### src/rtl/div32_seq.sv
// Sequential restoring divider for DIV/DIVU: one quotient bit per clock.
// The sign fix-up is applied in a dedicated final cycle, so latency is fixed.
module div32_seq #(
  parameter int unsigned WIDTH = 32
) (
  input  logic             clk,
  input  logic             rst,
  input  logic             start,
  input  logic             is_signed,
  input  logic [WIDTH-1:0] dividend,
  input  logic [WIDTH-1:0] divisor,
  output logic             busy,
  output logic             done,
  output logic [WIDTH-1:0] quotient,
  output logic [WIDTH-1:0] remainder,
  output logic             div_by_zero
);

  localparam int unsigned CW = (WIDTH > 1) ? $clog2(WIDTH) : 1;

  typedef enum logic [1:0] {S_IDLE, S_RUN, S_FIX} state_t;

  state_t           r_state, w_next;
  logic [CW-1:0]    r_cnt;
  logic [WIDTH-1:0] r_q, r_rem, r_dmag, r_dvd_raw;
  logic             r_qneg, r_rneg, r_dz, r_done;
  logic             w_load, w_iter, w_fix;
  logic [WIDTH-1:0] w_dvd_mag, w_dsr_mag;
  logic [WIDTH:0]   w_sh;
  logic [WIDTH+1:0] w_trial;

  // State register
  always_ff @(posedge clk or posedge rst) begin
    if (rst) r_state <= S_IDLE;
    else     r_state <= w_next;
  end

  // Next-state logic; a start during the done cycle is still treated as busy
  always_comb begin
    w_next = r_state;
    case (r_state)
      S_IDLE:  if (start && !r_done) w_next = S_RUN;
      S_RUN:   if (r_cnt == CW'(WIDTH - 1)) w_next = S_FIX;
      S_FIX:   w_next = S_IDLE;
      default: w_next = S_IDLE;
    endcase
  end

  // Output / control decode
  always_comb begin
    w_load = 1'b0;
    w_iter = 1'b0;
    w_fix  = 1'b0;
    case (r_state)
      S_IDLE:  w_load = start && !r_done;
      S_RUN:   w_iter = 1'b1;
      S_FIX:   w_fix  = 1'b1;
      default: ;
    endcase
    busy = (r_state != S_IDLE) || r_done;
    done = r_done;
  end

  // Magnitudes: -0x80000000 wraps to 0x80000000, which is the correct unsigned 2^31
  always_comb begin
    w_dvd_mag = (is_signed && dividend[WIDTH-1]) ? -dividend : dividend;
    w_dsr_mag = (is_signed && divisor[WIDTH-1])  ? -divisor  : divisor;
    w_sh      = {r_rem, r_q[WIDTH-1]};
    w_trial   = {1'b0, w_sh} - {2'b00, r_dmag};
  end

  always_ff @(posedge clk or posedge rst) begin
    if (rst) begin
      r_cnt       <= '0;
      r_q         <= '0;
      r_rem       <= '0;
      r_dmag      <= '0;
      r_dvd_raw   <= '0;
      r_qneg      <= 1'b0;
      r_rneg      <= 1'b0;
      r_dz        <= 1'b0;
      r_done      <= 1'b0;
      quotient    <= '0;
      remainder   <= '0;
      div_by_zero <= 1'b0;
    end else begin
      r_done <= w_fix;
      if (w_load) begin
        r_q       <= w_dvd_mag;
        r_dmag    <= w_dsr_mag;
        r_dvd_raw <= dividend;
        r_rem     <= '0;
        r_cnt     <= '0;
        r_qneg    <= is_signed && (dividend[WIDTH-1] ^ divisor[WIDTH-1]);
        r_rneg    <= is_signed && dividend[WIDTH-1];
        r_dz      <= (divisor == '0);
      end
      if (w_iter) begin
        // A negative trial means the shifted remainder is below the divisor and fits WIDTH bits
        r_q   <= {r_q[WIDTH-2:0], ~w_trial[WIDTH+1]};
        r_rem <= w_trial[WIDTH+1] ? w_sh[WIDTH-1:0] : w_trial[WIDTH-1:0];
        r_cnt <= r_cnt + CW'(1);
      end
      if (w_fix) begin
        if (r_dz) begin
          quotient    <= '1;
          remainder   <= r_dvd_raw;
          div_by_zero <= 1'b1;
        end else begin
          quotient    <= r_qneg ? -r_q : r_q;
          remainder   <= r_rneg ? -r_rem : r_rem;
          div_by_zero <= 1'b0;
        end
      end
    end
  end

endmodule

### config.mk
export PLATFORM = sky130hd
export DESIGN_NAME = div32_seq
export DESIGN_NICKNAME = d
export VERILOG_FILES = /design/src/rtl/div32_seq.sv
export SDC_FILE = /design/constraint.sdc
export NUM_CORES = 1
export LEC_CHECK = 0
export CORE_MARGIN = 4
export CORE_UTILIZATION = 35
export DETAILED_ROUTE_END_ITERATION = 12
export MAX_ROUTING_LAYER = met4
export SYNTH_ARGS = -nofsm -noshare
export SYNTH_HDL_FRONTEND = slang
export SYNTH_SLANG_ARGS = --single-unit
### constraint.sdc
create_clock -name clk -period 11.4 [get_ports clk]
set_input_delay 2.28 -clock clk [delete_from_list [all_inputs] [get_ports clk]]
set_output_delay 2.28 -clock clk [all_outputs]
set_load 0.01 [all_outputs]
==> results.py <==
metrics = {
    "status": {
        "outcome": "finished, final reports clean",
    },
    "sta": {
        "setup_viol": 0,
        "timing.hold.ws_ns": 0.477,
        "period_needed_ns": 4.99,
        "slew_headroom_pct": 25.1,
        "skew_ns": 0.0178,
        "period_share_pct": 43.8,
        "maxSlewViolCount": 0,
        "finalSetupTns_ns": 0,
        "worst_slew_pin_slew_ns": 1.12,
        "hold_viol": 0,
        "fmax_ghz": 0.200,
        "rsz0062_at_grt": "false",
    },
    "detailed_routing": {
        "drt-wirelength-per-cell_um": 17.8,
        "drc": 0,
        "vias": 10900,
        "antenna_left": 0,
        "viasPerCell": 5.35,
        "drtIter0Drc": 704,
        "firstDrtPassIters": 6,
        "routed_wl_um": 36200,
    },
    "floorplan": {
        "fp-row-count": 68,
        "die_w_um": 196,
        "die_area_um2": 38600,
        "die_h_um": 196,
        "core-area_um2": 34800,
        "start_util_pct": 35.7,
        "num_io_pins": 135,
    },
    "finish": {
        "n_antenna_cell": 0,
        "drive_gt1_share_pct": 4.55,
        "nFillCells": 3449,
        "regArea_um2": 5110,
        "nNetsFinal": 1669,
        "multi_input_area_um2": 6820,
        "syn2layout_area_growth_pct": 20.8,
    },
    "power_and_ir_drop": {
        "power_w": 0.00456,
        "p_leak_nw": 6.47,
        "peakVddDrop_mv": 0.146,
        "cellPowerDensity_nw_per_um2": 304,
    },
    "global_route": {
        "overflow": 0,
        "grt_pass1_vias": 10300,
        "antenna_found_initial": 0,
        "grt_max_degree": 152,
        "grt_usage_pct": 18.9,
        "grt_pass1_wl_um": 57900,
    },
    "critical_path": {
        "cp_slowest_cell": "or4_1",
        "crit_chain": "clkdlybuf4s50_1 > nor4_1 > nand2_1 > or4_1 > nand2b_1 > nand2b_1 > or2_2 > o41ai_1 > xor2_1 > o21ai_0",
        "path_max_fanout": 6,
        "critPathCaptureType": "flop",
        "cp.arrival_ns": 5.38,
        "required_ns": 11.79,
        "worstSetupPathType": "input port to flop",
        "slowest_delay_ns": 0.58,
        "startpoint_type": "input port",
        "cpMostUsedCell": "nand2b_1",
    },
    "cts": {
        "ctsHtreeMaxLevel": 1,
        "clock_sinks": 204,
        "hold_buffers": 0,
        "cts_tree": "done",
        "ctsResizeCount": 0,
        "cts.clk_slew.worst_paths_ns": 0.06,
        "cts_root_buf": "clkbuf_16",
        "cts-buffers-inserted": 25,
        "clockBufferDepth": 3,
        "clk-insertion-delay-late_ns": 0.54,
        "cts_setup_buffers": 0,
    },
    "synth": {
        "seq_area_frac_synth_pct": 41.1,
        "ys_types": 59,
        "synthFlopType": "dfrtp_1",
        "ys_ff_latch": 204,
        "async_flop_share_pct": 100,
        "syn_nets": 1584,
        "yosys_warnings": 0,
        "netlist_area_um2": 12400,
        "syn_inst": 1477,
        "synth_area_per_cell_um2": 8.41,
        "synth_edf_count": 0,
    },
    "place": {
        "place_hpwl_um": 26600,
        "globalplace.congestion": 0.891,
        "portBuffers": 134,
    },
    "worst_hold_path": {
        "hold_path.class": "flop to flop",
    },
    "flow_run": {
        "drv_cap": 0,
    },
}
-- layout make-up --
type	instances	area share (%)
Multi-Input combinational cell	1135	45.5
Sequential cell	204	34.0
Timing Repair Buffer	144	9.44
Clock buffer	35	4.75
Tap cell	455	3.80
Inverter	52	1.35
Clock inverter	11	1.15
-- where the power goes --
part	switching [W]	internal, W
registers	0.000353	0.00102
logic	0.00132	0.00102
clock network	0.000318	0.000528
total	0.00199	0.00257
-- metrics by stage --
stage | setup WS, ns | instances | area [µm²] | utilization, %
after floorplan | 3.55 | 1477 | 12400 | -
after global placement | 5.93 | 1990 | 14100 | 40.6
after detailed placement | 5.87 | 1990 | 14100 | 40.6
after CTS | 6.43 | 2036 | 15000 | 43.1
after global routing | 6.04 | 2036 | 15000 | 43.1
final | 6.41 | 2036 | 15000 | 43.1
-- registers in the layout (all words and copies together), names as in the netlist --
| signal | count |
|---|---|
| remainder | 32 |
| r_dvd_raw | 32 |
| r_dz | 1 |
| r_rneg | 1 |
| r_state | 2 |
| div_by_zero | 1 |
| r_cnt | 5 |
| r_dmag | 32 |
| r_qneg | 1 |
| r_rem | 32 |
| r_q | 32 |
| done | 1 |
| quotient | 32 |
-- critical path: cells and delay by family --
kind	cells	cell delay (ns)
buf+inv	1	0.55
simple gates	6	1.97
compound gates	2	0.39
xor+xnor	1	0.18
-- routing by layer --
| layer | vias up | GRT usage (%) | share of wire, % |
|---|---|---|---|
| li1 | 5364 | - | - |
| met1 | 5172 | 26.8 | 47 |
| met2 | 302 | 28.5 | 43 |
| met3 | 51 | 3.32 | 6.8 |
| met4 | 0 | 4.14 | 2.5 |
| met5 | - | - | 0 |
-- cell families (layout without fill, tap and decap cells) --
group	Yosys count	count (layout)	share of synthesized area [%]
adder cells (fa/ha/maj)	39	39	3.99
buffers and inverters	138	242	4.17
AO/OA/AOI/OAI	438	438	21.3
XOR/XNOR	143	143	10.1
AND/OR/NAND/NOR	502	502	18.3
multiplexers	13	13	1.08
flip-flops	204	204	41.1
-- placed cells by master, fill, tap and decap left out, types with 15 or more instances in the layout --
| cell type | synthesis | final |
|---|---|---|
| a21o_1 | 20 | 20 |
| xor2_1 | 82 | 82 |
| dfrtp_1 | 204 | 203 |
| o21ai_0 | 172 | 172 |
| xnor2_1 | 61 | 61 |
| inv_1 | 52 | 51 |
| o41ai_1 | 15 | 15 |
| ha_1 | 38 | 38 |
| nor2_1 | 96 | 95 |
| clkdlybuf4s50_1 | 0 | 134 |
| a21oi_1 | 114 | 114 |
| a22oi_1 | 30 | 30 |
| o31ai_1 | 24 | 24 |
| nand2_1 | 244 | 243 |
| nor4_1 | 15 | 15 |
| nand3_1 | 41 | 41 |
| clkbuf_16 | 0 | 25 |
-- worst paths after layout --
path                                      startpoint                        end  slack, ns  depth (start not counted)
min                        r_dvd_raw[22]$_DFFE_PP0P_  r_dvd_raw[22]$_DFFE_PP0P_       0.48                          2
max reg2reg                      r_q[31]$_DFFE_PP0P_      r_rem[24]$_DFFE_PP0P_       8.04                         11
max in group asynchronous                        rst           r_dz$_DFFE_PP0P_       7.65                          3
min reg2reg                r_dvd_raw[22]$_DFFE_PP0P_  r_dvd_raw[22]$_DFFE_PP0P_       0.48                          2
min in group asynchronous                        rst   quotient[31]$_DFFE_PP0P_       2.40                          2
max                                      dividend[2]        r_q[27]$_DFFE_PP0P_       6.41                         10
-- Yosys cell counts (3+ instances only) --
cell      number  area [µm²]
a211oi_1       3        22.5
a21o_1        20         150
a21oi_1      114         571
a22oi_1       30         225
a31oi_1       10        62.6
a32oi_1        3        26.3
and2_1         9        56.3
and3_1        14        87.6
buf_1          7        26.3
clkbuf_1      79         297
dfrtp_1      204        5100
ha_1          38         475
inv_1         52         195
mux2_2         3        33.8
mux2i_1       10         100
nand2_1      244         916
nand2b_1      15        93.8
nand3_1       41         205
nand4_1       12        75.1
nor2_1        96         360
nor2b_1        9        56.3
nor3_1        13        65.1
nor4_1        15        93.8
o211ai_1       7        52.6
o21a_1         3        22.5
o21ai_0      172         861
o21ai_1        6        30.0
o21bai_1       3        22.5
o221ai_1       3        26.3
o22a_1         6        52.6
o31ai_1       24         180
o41ai_1       15         131
or2_2          3        18.8
or3_1         10        62.6
or4_1         10        75.1
or4_4          3        33.8
xnor2_1       61         534
xor2_1        82         718
Note: power is estimated with default switching activity, not from simulation.
